`src/rtl/decode_pkg.sv`:
```
// rtl/decode_pkg.sv - shared opcodes, ALU/special-instruction enums and decoded bundle for decode_stage
package decode_pkg;

    localparam int INST_W = 32;
    localparam int XLEN_W = 64;
    localparam int REG_W  = 5;

    localparam logic [6:0] OPC_LOAD     = 7'b0000011;
    localparam logic [6:0] OPC_MISC_MEM = 7'b0001111;
    localparam logic [6:0] OPC_OP_IMM   = 7'b0010011;
    localparam logic [6:0] OPC_AUIPC    = 7'b0010111;
    localparam logic [6:0] OPC_OP_IMM32 = 7'b0011011;
    localparam logic [6:0] OPC_STORE    = 7'b0100011;
    localparam logic [6:0] OPC_OP       = 7'b0110011;
    localparam logic [6:0] OPC_LUI      = 7'b0110111;
    localparam logic [6:0] OPC_OP32     = 7'b0111011;
    localparam logic [6:0] OPC_BRANCH   = 7'b1100011;
    localparam logic [6:0] OPC_JALR     = 7'b1100111;
    localparam logic [6:0] OPC_JAL      = 7'b1101111;
    localparam logic [6:0] OPC_SYSTEM   = 7'b1110011;

    // Bit positions inside the 5-bit enables vector
    localparam int EN_RS1    = 0;
    localparam int EN_RS2    = 1;
    localparam int EN_RD     = 2;
    localparam int EN_MREAD  = 3;
    localparam int EN_MWRITE = 4;

    typedef enum logic [4:0] {
        ALU_ADD   = 5'd0,  ALU_SUB   = 5'd1,  ALU_OR    = 5'd2,  ALU_AND   = 5'd3,
        ALU_XOR   = 5'd4,  ALU_SLL   = 5'd5,  ALU_SRL   = 5'd6,  ALU_SRA   = 5'd7,
        ALU_EQ    = 5'd8,  ALU_SLT   = 5'd9,  ALU_SLTU  = 5'd10, ALU_COPYB = 5'd11,
        ALU_ADDW  = 5'd12, ALU_SUBW  = 5'd13, ALU_SLLW  = 5'd14, ALU_SRLW  = 5'd15,
        ALU_SRAW  = 5'd16, ALU_MUL   = 5'd17, ALU_MULH  = 5'd18, ALU_MULHSU = 5'd19,
        ALU_MULHU = 5'd20, ALU_DIV   = 5'd21, ALU_DIVU  = 5'd22, ALU_REM   = 5'd23,
        ALU_REMU  = 5'd24, ALU_MULW  = 5'd25, ALU_DIVW  = 5'd26, ALU_DIVUW = 5'd27,
        ALU_REMW  = 5'd28, ALU_REMUW = 5'd29
    } alu_op_e;

    typedef enum logic [2:0] {
        SI_BR = 3'd0, SI_JAL = 3'd1, SI_JALR = 3'd2, SI_AUIPC = 3'd3,
        SI_LUI = 3'd4, SI_STORE = 3'd5, SI_LOAD = 3'd6, SI_NONE = 3'd7
    } spec_e;

    typedef struct packed {
        logic [4:0]        enables;
        alu_op_e           aluop;
        spec_e             specinst;
        logic [REG_W-1:0]  rs1;
        logic [REG_W-1:0]  rs2;
        logic [REG_W-1:0]  rd;
        logic [2:0]        funct3;
        logic [XLEN_W-1:0] imm;
        logic              illegal;
        logic [1:0]        env;
    } decoded_t;

endpackage

```
`src/rtl/decode_stage_if.sv`:
```
// rtl/decode_stage_if.sv - fetch-side and execute-side handshake bundle of decode_stage
// master: upstream/downstream driver (drives in_*, out_ready); slave: decode_stage
interface decode_stage_if #(
    parameter int INST_WIDTH = 32,
    parameter int XLEN       = 64,
    parameter int RF_SIZE    = 5
);
    logic                  in_valid;
    logic                  in_ready;
    logic [INST_WIDTH-1:0] in_inst;
    logic [XLEN-1:0]       in_pc;
    logic                  out_valid;
    logic                  out_ready;
    logic [XLEN-1:0]       out_pc;
    logic [4:0]            out_enables;
    logic [4:0]            out_aluop;
    logic [2:0]            out_specinst;
    logic [RF_SIZE-1:0]    out_rs1;
    logic [RF_SIZE-1:0]    out_rs2;
    logic [RF_SIZE-1:0]    out_rd;
    logic [2:0]            out_funct3;
    logic [XLEN-1:0]       out_imm;
    logic                  out_illegal;
    logic [1:0]            out_env;

    modport master (
        output in_valid, in_inst, in_pc, out_ready,
        input  in_ready, out_valid, out_pc, out_enables, out_aluop, out_specinst,
               out_rs1, out_rs2, out_rd, out_funct3, out_imm, out_illegal, out_env
    );

    modport slave (
        input  in_valid, in_inst, in_pc, out_ready,
        output in_ready, out_valid, out_pc, out_enables, out_aluop, out_specinst,
               out_rs1, out_rs2, out_rd, out_funct3, out_imm, out_illegal, out_env
    );
endinterface

```
`src/rtl/decode_logic.sv`:
```
// rtl/decode_logic.sv - combinational RV64I(+M) instruction decoder
// inst: 32-bit instruction in; dec: decoded bundle out
module decode_logic
    import decode_pkg::*;
#(
    parameter bit EN_M = 1'b0
) (
    input  logic [INST_W-1:0] inst,
    output decoded_t          dec
);
    logic [6:0]        opc;
    logic [2:0]        f3;
    logic [6:0]        f7;
    logic [XLEN_W-1:0] imm_i, imm_s, imm_b, imm_u, imm_j;
    logic              illegal;

    assign opc = inst[6:0];
    assign f3  = inst[14:12];
    assign f7  = inst[31:25];

    assign imm_i = {{52{inst[31]}}, inst[31:20]};
    assign imm_s = {{52{inst[31]}}, inst[31:25], inst[11:7]};
    assign imm_b = {{51{inst[31]}}, inst[31], inst[7], inst[30:25], inst[11:8], 1'b0};
    assign imm_u = {{32{inst[31]}}, inst[31:12], 12'b0};
    assign imm_j = {{43{inst[31]}}, inst[31], inst[19:12], inst[20], inst[30:21], 1'b0};

    always_comb begin
        dec          = '0;
        dec.aluop    = ALU_ADD;
        dec.specinst = SI_NONE;
        dec.rs1      = inst[19:15];
        dec.rs2      = inst[24:20];
        dec.rd       = inst[11:7];
        dec.funct3   = f3;
        illegal      = 1'b0;
        case (opc)
            OPC_LOAD: begin
                dec.enables[EN_RS1]   = 1'b1;
                dec.enables[EN_RD]    = 1'b1;
                dec.enables[EN_MREAD] = 1'b1;
                dec.specinst = SI_LOAD;
                dec.imm      = imm_i;
                illegal      = (f3 == 3'b111);
            end
            OPC_STORE: begin
                dec.enables[EN_RS1]    = 1'b1;
                dec.enables[EN_RS2]    = 1'b1;
                dec.enables[EN_MWRITE] = 1'b1;
                dec.specinst = SI_STORE;
                dec.imm      = imm_s;
                illegal      = f3[2];
            end
            OPC_BRANCH: begin
                dec.enables[EN_RS1] = 1'b1;
                dec.enables[EN_RS2] = 1'b1;
                dec.specinst = SI_BR;
                dec.imm      = imm_b;
                case (f3[2:1])
                    2'b00:   dec.aluop = ALU_EQ;
                    2'b10:   dec.aluop = ALU_SLT;
                    2'b11:   dec.aluop = ALU_SLTU;
                    default: illegal   = 1'b1;
                endcase
            end
            OPC_JAL: begin
                dec.enables[EN_RD] = 1'b1;
                dec.specinst = SI_JAL;
                dec.imm      = imm_j;
            end
            OPC_JALR: begin
                dec.enables[EN_RS1] = 1'b1;
                dec.enables[EN_RD]  = 1'b1;
                dec.specinst = SI_JALR;
                dec.imm      = imm_i;
            end
            OPC_LUI: begin
                dec.enables[EN_RD] = 1'b1;
                dec.specinst = SI_LUI;
                dec.aluop    = ALU_COPYB;
                dec.imm      = imm_u;
            end
            OPC_AUIPC: begin
                dec.enables[EN_RD] = 1'b1;
                dec.specinst = SI_AUIPC;
                dec.imm      = imm_u;
            end
            OPC_OP_IMM: begin
                dec.enables[EN_RS1] = 1'b1;
                dec.enables[EN_RD]  = 1'b1;
                dec.imm = imm_i;
                case (f3)
                    3'b001:  dec.aluop = ALU_SLL;
                    3'b010:  dec.aluop = ALU_SLT;
                    3'b011:  dec.aluop = ALU_SLTU;
                    3'b100:  dec.aluop = ALU_XOR;
                    3'b101:  dec.aluop = inst[30] ? ALU_SRA : ALU_SRL;
                    3'b110:  dec.aluop = ALU_OR;
                    3'b111:  dec.aluop = ALU_AND;
                    default: dec.aluop = ALU_ADD;
                endcase
            end
            OPC_OP_IMM32: begin
                dec.enables[EN_RS1] = 1'b1;
                dec.enables[EN_RD]  = 1'b1;
                dec.imm = imm_i;
                case (f3)
                    3'b001:  dec.aluop = ALU_SLLW;
                    3'b101:  dec.aluop = inst[30] ? ALU_SRAW : ALU_SRLW;
                    default: dec.aluop = ALU_ADDW;
                endcase
            end
            OPC_OP: begin
                dec.enables[EN_RS1] = 1'b1;
                dec.enables[EN_RS2] = 1'b1;
                dec.enables[EN_RD]  = 1'b1;
                if (f7 == 7'h00) begin
                    case (f3)
                        3'b000:  dec.aluop = ALU_ADD;
                        3'b001:  dec.aluop = ALU_SLL;
                        3'b010:  dec.aluop = ALU_SLT;
                        3'b011:  dec.aluop = ALU_SLTU;
                        3'b100:  dec.aluop = ALU_XOR;
                        3'b101:  dec.aluop = ALU_SRL;
                        3'b110:  dec.aluop = ALU_OR;
                        default: dec.aluop = ALU_AND;
                    endcase
                end else if (f7 == 7'h20 && f3 == 3'b000) begin
                    dec.aluop = ALU_SUB;
                end else if (f7 == 7'h20 && f3 == 3'b101) begin
                    dec.aluop = ALU_SRA;
                end else if (f7 == 7'h01 && EN_M) begin
                    // MUL..REMU are laid out in funct3 order from 17
                    dec.aluop = alu_op_e'(5'd17 + {2'b00, f3});
                end else begin
                    illegal = 1'b1;
                end
            end
            OPC_OP32: begin
                dec.enables[EN_RS1] = 1'b1;
                dec.enables[EN_RS2] = 1'b1;
                dec.enables[EN_RD]  = 1'b1;
                if (f7 == 7'h01 && EN_M) begin
                    case (f3)
                        3'b000:  dec.aluop = ALU_MULW;
                        3'b100:  dec.aluop = ALU_DIVW;
                        3'b101:  dec.aluop = ALU_DIVUW;
                        3'b110:  dec.aluop = ALU_REMW;
                        3'b111:  dec.aluop = ALU_REMUW;
                        default: illegal   = 1'b1;
                    endcase
                end else if (f7 == 7'h00) begin
                    case (f3)
                        3'b000:  dec.aluop = ALU_ADDW;
                        3'b001:  dec.aluop = ALU_SLLW;
                        3'b101:  dec.aluop = ALU_SRLW;
                        default: illegal   = 1'b1;
                    endcase
                end else if (f7 == 7'h20 && f3 == 3'b000) begin
                    dec.aluop = ALU_SUBW;
                end else if (f7 == 7'h20 && f3 == 3'b101) begin
                    dec.aluop = ALU_SRAW;
                end else begin
                    illegal = 1'b1;
                end
            end
            OPC_SYSTEM: begin
                if (f3 == 3'b000 && inst[31:20] == 12'h000) begin
                    dec.env = 2'b01;
                end else if (f3 == 3'b000 && inst[31:20] == 12'h001) begin
                    dec.env = 2'b10;
                end else begin
                    illegal = 1'b1;
                end
            end
            OPC_MISC_MEM: begin
                // fence: ordering is trivially satisfied in-order, decode as a no-op
            end
            default: illegal = 1'b1;
        endcase
        // Illegal entries travel down the pipe but must not touch state
        if (illegal) begin
            dec.enables  = '0;
            dec.specinst = SI_NONE;
            dec.env      = 2'b00;
        end
        dec.illegal = illegal;
    end
endmodule

```
`src/rtl/decode_stage.sv`:
```
// rtl/decode_stage.sv - buffered handshaked decode stage: decoder, DEPTH-entry FIFO, serialising FSM
// clk, rst_n (async active-low), flush; io: decode_stage_if.slave; count: FIFO occupancy
module decode_stage
    import decode_pkg::*;
#(
    parameter int INST_WIDTH = 32,
    parameter int XLEN       = 64,
    parameter int RF_SIZE    = 5,
    parameter int DEPTH      = 4,
    parameter bit EN_M       = 1'b0
) (
    input  logic                     clk,
    input  logic                     rst_n,
    input  logic                     flush,
    decode_stage_if.slave            io,
    output logic [$clog2(DEPTH):0]   count
);
    localparam int AW = $clog2(DEPTH);
    localparam int CW = AW + 1;

    typedef enum logic {ST_RUN, ST_SERIALIZE} state_e;

    decoded_t        in_dec;
    decoded_t        head;
    decoded_t        dec_mem [DEPTH];
    logic [XLEN-1:0] pc_mem  [DEPTH];
    logic [AW-1:0]   wr_ptr, rd_ptr;
    logic [CW-1:0]   cnt, cnt_nxt;
    state_e          state;
    logic            in_ready_q;
    logic            push, pop, serialize_in;

    decode_logic #(.EN_M(EN_M)) u_decode_logic (
        .inst (io.in_inst[INST_WIDTH-1:0]),
        .dec  (in_dec)
    );

    assign push         = io.in_valid && in_ready_q && !flush;
    assign pop          = (cnt != '0) && io.out_ready && !flush;
    assign serialize_in = in_dec.illegal || (in_dec.env != 2'b00);
    assign cnt_nxt      = cnt + CW'(push) - CW'(pop);

    // in_ready is registered from next-state values so it never sees out_ready combinationally
    always_ff @(posedge clk or negedge rst_n) begin
        if (!rst_n) begin
            state      <= ST_RUN;
            cnt        <= '0;
            wr_ptr     <= '0;
            rd_ptr     <= '0;
            in_ready_q <= 1'b0;
        end else if (flush) begin
            state      <= ST_RUN;
            cnt        <= '0;
            wr_ptr     <= '0;
            rd_ptr     <= '0;
            in_ready_q <= 1'b1;
        end else begin
            cnt <= cnt_nxt;
            if (push) wr_ptr <= wr_ptr + AW'(1);
            if (pop)  rd_ptr <= rd_ptr + AW'(1);
            case (state)
                ST_RUN: begin
                    if (push && serialize_in) begin
                        state      <= ST_SERIALIZE;
                        in_ready_q <= 1'b0;
                    end else begin
                        in_ready_q <= (cnt_nxt != CW'(DEPTH));
                    end
                end
                default: begin
                    // The serialising entry is the youngest, so popping it with cnt==1 drains the FIFO
                    if (pop && cnt == CW'(1)) begin
                        state      <= ST_RUN;
                        in_ready_q <= 1'b1;
                    end else begin
                        in_ready_q <= 1'b0;
                    end
                end
            endcase
        end
    end

    always_ff @(posedge clk) begin
        if (push) begin
            dec_mem[wr_ptr] <= in_dec;
            pc_mem[wr_ptr]  <= io.in_pc;
        end
    end

    assign head            = dec_mem[rd_ptr];
    assign io.in_ready     = in_ready_q;
    assign io.out_valid    = (cnt != '0);
    assign io.out_pc       = pc_mem[rd_ptr];
    assign io.out_enables  = head.enables;
    assign io.out_aluop    = head.aluop;
    assign io.out_specinst = head.specinst;
    assign io.out_rs1      = head.rs1[RF_SIZE-1:0];
    assign io.out_rs2      = head.rs2[RF_SIZE-1:0];
    assign io.out_rd       = head.rd[RF_SIZE-1:0];
    assign io.out_funct3   = head.funct3;
    assign io.out_imm      = head.imm[XLEN-1:0];
    assign io.out_illegal  = head.illegal;
    assign io.out_env      = head.env;
    assign count           = cnt;
endmodule
```
`src/flat_wrapper.sv`:
```
// flat-port wrapper written by rule: the top's interface ports become plain ports
module decode_stage_flat import decode_pkg::*;
#(
    parameter int INST_WIDTH = 32,
    parameter int XLEN       = 64,
    parameter int RF_SIZE    = 5,
    parameter int DEPTH      = 4,
    parameter bit EN_M       = 1'b0
)
  (clk, rst_n, flush, count, io_in_valid, io_in_inst, io_in_pc, io_out_ready, io_in_ready, io_out_valid, io_out_pc, io_out_enables, io_out_aluop, io_out_specinst, io_out_rs1, io_out_rs2, io_out_rd, io_out_funct3, io_out_imm, io_out_illegal, io_out_env);
  decode_stage_if #(.INST_WIDTH(INST_WIDTH), .XLEN(XLEN), .RF_SIZE(RF_SIZE)) io_i ();
  input  logic clk;
  input  logic rst_n;
  input  logic flush;
  output logic [$clog2(DEPTH):0] count;
  input wire logic [$bits(io_i.in_valid)-1:0] io_in_valid;
  input wire logic [$bits(io_i.in_inst)-1:0] io_in_inst;
  input wire logic [$bits(io_i.in_pc)-1:0] io_in_pc;
  input wire logic [$bits(io_i.out_ready)-1:0] io_out_ready;
  output wire logic [$bits(io_i.in_ready)-1:0] io_in_ready;
  output wire logic [$bits(io_i.out_valid)-1:0] io_out_valid;
  output wire logic [$bits(io_i.out_pc)-1:0] io_out_pc;
  output wire logic [$bits(io_i.out_enables)-1:0] io_out_enables;
  output wire logic [$bits(io_i.out_aluop)-1:0] io_out_aluop;
  output wire logic [$bits(io_i.out_specinst)-1:0] io_out_specinst;
  output wire logic [$bits(io_i.out_rs1)-1:0] io_out_rs1;
  output wire logic [$bits(io_i.out_rs2)-1:0] io_out_rs2;
  output wire logic [$bits(io_i.out_rd)-1:0] io_out_rd;
  output wire logic [$bits(io_i.out_funct3)-1:0] io_out_funct3;
  output wire logic [$bits(io_i.out_imm)-1:0] io_out_imm;
  output wire logic [$bits(io_i.out_illegal)-1:0] io_out_illegal;
  output wire logic [$bits(io_i.out_env)-1:0] io_out_env;
  assign io_i.in_valid = io_in_valid;
  assign io_i.in_inst = io_in_inst;
  assign io_i.in_pc = io_in_pc;
  assign io_i.out_ready = io_out_ready;
  assign io_in_ready = io_i.in_ready;
  assign io_out_valid = io_i.out_valid;
  assign io_out_pc = io_i.out_pc;
  assign io_out_enables = io_i.out_enables;
  assign io_out_aluop = io_i.out_aluop;
  assign io_out_specinst = io_i.out_specinst;
  assign io_out_rs1 = io_i.out_rs1;
  assign io_out_rs2 = io_i.out_rs2;
  assign io_out_rd = io_i.out_rd;
  assign io_out_funct3 = io_i.out_funct3;
  assign io_out_imm = io_i.out_imm;
  assign io_out_illegal = io_i.out_illegal;
  assign io_out_env = io_i.out_env;
  decode_stage #(.INST_WIDTH(INST_WIDTH), .XLEN(XLEN), .RF_SIZE(RF_SIZE), .DEPTH(DEPTH), .EN_M(EN_M)) u_core (.clk(clk), .rst_n(rst_n), .flush(flush), .io(io_i), .count(count));
endmodule
```
`config.mk`:
```
export PLATFORM = sky130hd
export DESIGN_NAME = decode_stage_flat
export DESIGN_NICKNAME = d
export VERILOG_FILES = /design/src/rtl/decode_pkg.sv /design/src/rtl/decode_stage_if.sv /design/src/rtl/decode_logic.sv /design/src/rtl/decode_stage.sv /design/src/flat_wrapper.sv
export SDC_FILE = /design/constraint.sdc
export NUM_CORES = 1
export LEC_CHECK = 0
export ABC_AREA = 0
export BUFFER_PORTS_ARGS = -buffer_cell sky130_fd_sc_hd__buf_2
export CELL_PAD_IN_SITES_DETAIL_PLACEMENT = 1
export CELL_PAD_IN_SITES_GLOBAL_PLACEMENT = 1
export CORE_MARGIN = 2
export CORE_UTILIZATION = 45
export DETAILED_ROUTE_END_ITERATION = 10
export PLACE_DENSITY_LB_ADDON = 0.1
export SLEW_MARGIN = 40
export SYNTH_ARGS = -nofsm -noshare
export SYNTH_HDL_FRONTEND = slang
export SYNTH_SLANG_ARGS = --single-unit
export TNS_END_PERCENT = 1
```
`constraint.sdc`:
```
create_clock -name clk -period 4.3 [get_ports clk]
set_clock_uncertainty 0.05 [all_clocks]
set_input_delay 0.43 -clock clk [delete_from_list [all_inputs] [get_ports clk]]
set_output_delay 0.43 -clock clk [all_outputs]
set_load 0.05 [all_outputs]
```
==> flow_summary.ini, run 1 <==
[run_status]
status = finished, final reports clean

[routing]
first_pass_iters = 5
viasPerCell = 5.40
initialDrtViolationCount = 671
remaining_drc_errors = 0
vias = 10600
wl_per_cell_um = 24.1
antenna_left = 0
drt_wl_total_um = 47100

[grt]
grt_max_degree = 67
grt_pass1_vias = 11300
grt.overflow.total = 0
track_usage_pct = 20.0
grt_pass1_wl_um = 70600
antenna_found_initial = 4

[final_layout]
final_cell_area_um2 = 25000
fillers = 4092
fin_nets = 1416
syn_to_final_growth_pct = 20.7
drive_gt1_share_pct = 37.3
finalNonFillerCells = 1955

[min_path]
min_from = io_in_pc[55]
worst_hold_path_type = input pin to flop
worstHoldPathCells = 1
hold_end = u_core.pc_mem[3][55]

[clocking]
root_buffer = clkbuf_16
cts_tree = done
cts_buffers = 55
clk_pin_slew_worst_paths_ps = 60
insertion_delay_ps = 590
post_cts_resize_count = 0
cts.htree.levels = 2
clkSinkCount = 529
cts_buffer_depth = 3

[critical_path]
start_kind = flop
end_kind = output port
r2r_start = u_core.io.in_ready
cp_slowest_cell = mux4_2
crit_fanout = 33
reg2reg_depth = 4
ff2ff_setup_slack_ps = 1840
cpPeakStageDelay_ps = 760
cp_data_arrival_time_ps = 2730
required_ps = 3820
cp_cell_sequence = buf_4, mux4_2, buf_2
r2r_end = u_core.dec_mem[1][5]
worstSetupPathType = flop to output port

[floorplan]
ios = 268
die_y_um = 219
die_x_um = 219
core_um2 = 45500
die-area_um2 = 47800
rows = 78
start_util_pct = 45.6

[sta]
setup_viol = 0
max_freq_mhz = 312
setup_tns_ps = 0
min_period_ps = 3210
finalHoldViolations = 0
rsz0062_at_grt = false
relSlewSlack_pct = 53.7
post-route-period-util_pct = 74.6
tightest_slew_ps = 691
finalMaxSlewViolations = 0

[placement]
postPlaceCellArea_um2 = 22700
dp_cells = 1785
io_buffer_count = 267
place_hpwl_um = 29300
place.gp.congestion = 0.793

[power]
cellLeakagePower_nw = 8.53
powerDensity_nw_per_um2 = 619
ir_worst_vdd_v = 0.000668

[synth]
ys_seq_area_share_pct = 76.3
ys_ff_latch = 529
synth_nets = 1085
syn_area_per_cell_um2 = 21.2
ys_async_sr_fraction_pct = 1.70
synthFlopType = edfxtp_1
yosysWarnings = 0
syn-cell-area_um2 = 20700
synth_cell_types = 61
synth_edf_count = 520
netlist_instances = 977

[flow_run]
max-cap-violations = 0
[area by class of cell]
cell class | count | area [µm²] | area share [%]
flip-flops and latches | 529 | 15800 | 63.3
multi-input cells | 353 | 4420 | 17.6
repair buffers | 357 | 2290 | 9.13
clock buffers | 74 | 1450 | 5.78
well taps | 600 | 751 | 3.00
clock inverters | 26 | 240 | 0.959
inverters | 12 | 45.0 | 0.180
diodes | 4 | 10.0 | 0.0400
[sequential cells by signal, indices dropped and copies added, names as in the netlist]
register and count:
u_core.dec_mem 264, u_core.pc_mem 256, u_core.rd_ptr 2, u_core.state 1
u_core.wr_ptr 2, u_core.count 3, u_core.io.in_ready 1
[cell usage in the layout, fill, tap and decap left out, drive strengths merged, types with 3 or more instances in the layout]
cell,netlist,layout
a22o,5,5
buf,57,292
nand2b,6,6
nand2,22,22
nor3,8,8
and3,3,3
dlygate4sd3,0,65
a21o,21,21
ha,6,6
dfrtp,9,9
a21oi,15,15
clkinv,0,20
xnor2,4,4
nor4,5,5
and2,15,15
bufinv,0,5
a211oi,5,5
mux4,130,130
nand4b,3,3
a41oi,4,4
xor2,3,3
clkbuf,26,74
nor2,26,26
nand3,9,9
inv,12,13
diode,0,4
nor2b,13,13
edfxtp,520,520
nand3b,3,3
o21ai,17,17
[synthesized netlist by cell type, types with 5 or more instances]
| library cell | n | share of area (%) |
|---|---|---|
| nor2b_1 | 13 | 0.39 |
| a21o_1 | 21 | 0.76 |
| clkbuf_1 | 26 | 0.47 |
| nand3_1 | 8 | 0.19 |
| inv_1 | 12 | 0.22 |
| buf_2 | 15 | 0.36 |
| buf_1 | 8 | 0.14 |
| nand2b_1 | 6 | 0.18 |
| o21ai_0 | 16 | 0.39 |
| nor2_1 | 26 | 0.47 |
| nor3_1 | 7 | 0.17 |
| and2_1 | 15 | 0.45 |
| edfxtp_1 | 520 | 75 |
| dfrtp_1 | 9 | 1.1 |
| ha_1 | 6 | 0.36 |
| buf_4 | 33 | 1.2 |
| a21oi_1 | 14 | 0.34 |
| nand2_1 | 22 | 0.40 |
| a22o_1 | 5 | 0.21 |
| mux4_2 | 130 | 14 |
[per-stage QoR]
| step | power [mW] | hold slack, ps | utilization [%] | setup slack (ps) |
|---|---|---|---|---|
| floorplan | 10.1 | 84.4 | - | -331 |
| global placement | 11.1 | 251 | 49.8 | 1390 |
| detailed placement | 11.2 | 254 | 49.9 | 1360 |
| CTS | 15.7 | 1.10 | 55.0 | 969 |
| global route | 16.1 | 13.1 | 55.1 | 899 |
| finish | 15.5 | 43.7 | 55.1 | 1090 |
[worst max path at each step]
stage,endpoint,depth (start not counted),start
2_1_floorplan,u_core.dec_mem[3][0],3,u_core.io.in_ready
3_3_place_gp,u_core.dec_mem[0][86],6,io_in_inst[31]
3_5_place_dp,u_core.dec_mem[3][86],6,io_in_inst[31]
4_1_cts,io_out_imm[50],3,u_core.rd_ptr[0]
5_1_grt,io_out_imm[44],3,u_core.rd_ptr[0]
6_report,io_out_imm[45],3,u_core.rd_ptr[0]
[where the power goes]
group	total, mW	internal [mW]	switching, mW
Sequential	6.16	6.02	0.143
Clock	4.50	2.64	1.86
Combinational	4.85	1.39	3.46
[repair_timing]
item,CTS,global route
hold endpoints to repair,262,0
hold buffers,65,0
buffers inserted,0,0
[logic make-up (layout without fill, tap and decap cells)]
group	Yosys count	count (layout)	share of synthesized area, %
compound gates	84	84	2.91
xor+xnor	7	7	0.295
fa+ha+maj	8	8	0.507
buf+inv	95	469	2.44
flops	529	529	76.3
mux	131	131	14.2
other cells	0	4	0
simple gates	123	123	3.35
[metal layers]
metal  wire, µm  global-route usage (%)  share of wire (%)
met5          0                       0                  0
met4        910                    6.04                1.9
met3       2690                    3.92                5.7
met2      22800                    31.8                 48
met1      20700                    28.1                 44
[critical path, delay by kind of cell, from the launching register on]
family,cells,cell delay (ps)
buffers and inverters,2,670
flip-flops,1,670
multiplexers,1,760
No activity file was read; power rests on OpenSTA's default activity.
==> inputs of run 2 (changes only) <==
==> constraint.sdc (replaced) <==
create_clock -name clk -period 2.7 [get_ports clk]
set_clock_uncertainty 0.05 [all_clocks]
set_input_delay 0.27 -clock clk [delete_from_list [all_inputs] [get_ports clk]]
set_output_delay 0.27 -clock clk [all_outputs]
set_load 0.05 [all_outputs]
==> run 2 against run 1 <==
Sequential share of layout area fell by 1.2 points. Largest power group unchanged. Worst hold slack got worse by 4.5 ps. Routed wire length grew 3.4%. Global-route usage increased by 0.40 points. Critical path depth rose by 1. Core utilization up 1.1 points. Clock power increased by 53%. Setup slack worse by 1000 ps.
==> flow_summary.ini, run 2 (synthesis gave the netlist of run 1 again) <==
[run_status]
status = finished, final reports clean

[floorplan]
rows = 78
core_um2 = 45500
ios = 268
die_y_um = 219
die-area_um2 = 47800
die_x_um = 219
start_util_pct = 45.6

[sta]
finalHoldViolations = 0
post-route-period-util_pct = 96.9
relSlewSlack_pct = 57.6
setup_viol = 0
min_period_ps = 2620
max_freq_mhz = 382
finalMaxSlewViolations = 0
rsz0062_at_grt = true
tightest_slew_ps = 628

[placement]
place.gp.congestion = 0.845
place_hpwl_um = 30600
postPlaceCellArea_um2 = 23000
io_buffer_count = 267
dp_cells = 1805

[final_layout]
mostFrequentLayoutCells = 520 x edfxtp_1, 267 x buf_2, 130 x mux4_2
final_cell_area_um2 = 25500
n_antenna_cell = 0
syn_to_final_growth_pct = 23.1
top_register = u_core.dec_mem
finalNonFillerCells = 1991
final_common_cell = edfxtp_1
drive_gt1_share_pct = 37.7
fin_nets = 1461
largest_reg_flops = 264

[routing]
viasPerCell = 5.41
wl_per_cell_um = 24.5
antenna_left = 0
remaining_drc_errors = 0
initialDrtViolationCount = 684
vias = 10800
drt_wl_total_um = 48700
first_pass_iters = 5

[critical_path]
cp_cell_sequence = buf_12, buf_12, mux4_2, buf_2
end_kind = output port
critPathTopFamily = buffers and inverters
critPathBufInv = 3
start_kind = flop
critPathMostFrequentCell = buf_12
startpoint = u_core.rd_ptr[0]
r2r_end = u_core.io.in_ready
cp_slowest_cell = mux4_2
ff2ff_setup_slack_ps = 250
worstSetupPathType = flop to output port
crit_fanout = 31
cp_data_arrival_time_ps = 2300
cpPeakStageDelay_ps = 570
r2r_start = u_core.count[1]
path_depth = 4
reg2reg_depth = 11
required_ps = 2380
crit_end = io_out_imm[4]

[min_path]
worst_hold_path_type = input pin to flop

[grt]
grt_max_degree = 53
grt_pass1_vias = 11500
grt.overflow.total = 0
track_usage_pct = 20.4
grt_pass1_wl_um = 71900
antenna_found_initial = 2

[clocking]
clk_pin_slew_worst_paths_ps = 60
cts.htree.levels = 2
root_buffer = clkbuf_16
cts_buffers = 54
post_cts_resize_count = 0
cts_buffer_depth = 3
clkSinkCount = 529
insertion_delay_ps = 590
cts_tree = done

[power]
ir_worst_vdd_v = 0.00118
cellLeakagePower_nw = 8.76
powerDensity_nw_per_um2 = 968
power_mw = 24.7

[flow_run]
max-cap-violations = 0
[run 2: changes by cell type in the layout (fill, tap and decap cells not counted), sizes merged]
cell	delta
buf	+23
bufinv	-2
clkbuf	-8
clkinv	+4
clkinvlp	+1
diode	-4
dlygate4sd3	+22
inv	-1
mux4	+1
[run 2: cell type report]
class | instances | area (µm²)
clock inverters | 28 | 209
well taps | 600 | 751
fillers | 4095 | 19900
inverters | 12 | 45.0
repair buffers | 402 | 2860
flip-flops and latches | 529 | 15800
clock buffers | 66 | 1400
multi-input cells | 354 | 4440
[run 2: repair_timing]
| action | in CTS | in global routing |
|---|---|---|
| hold buffers | 87 | 0 |
| setup buffers | 4 | 0 |
| endpoints found under the hold margin | 341 | 0 |
| cloned | 0 | 1 |
| endpoints found under the setup margin | 152 | 33 |
[run 2: how the worst min path moves through the flow]
| stage | start | end | cells after the start |
|---|---|---|---|
| final | io_in_inst[25] | u_core.dec_mem[2][28] | 2 |
| after global routing | io_in_inst[25] | u_core.dec_mem[0][28] | 2 |
| after CTS | io_in_inst[25] | u_core.dec_mem[1][8] | 2 |
| after detailed placement | rst_n | u_core.count[2] | 1 |
| after global placement | rst_n | u_core.count[2] | 1 |
| after floorplan | rst_n | u_core.count[0] | 0 |
[run 2: metrics by stage]
stage          hold WS [ps]  setup TNS (ps)  setup slack, ps  utilization [%]
2_1_floorplan         -75.6         -254380             -489                -
3_3_place_gp           89.1               0              180             50.6
3_5_place_dp           91.8               0              147             50.6
4_1_cts                4.23               0             46.3             56.1
5_1_grt                34.5           -49.1            -17.4             56.2
6_report               39.2               0             83.2             56.2
[run 2: per-layer routing]
| metal | global-route usage (%) | share of wire [%] |
|---|---|---|
| met1 | 27.9 | 44 |
| met2 | 33.2 | 49 |
| met5 | 0 | 0.051 |
| met4 | 5.34 | 2.0 |
| met3 | 4.76 | 5.7 |
[run 2: power breakdown]
part | switching [mW] | total (mW) | internal, mW
registers | 0.159 | 9.74 | 9.59
clock network | 2.96 | 6.88 | 3.92
logic | 5.67 | 8.09 | 2.42
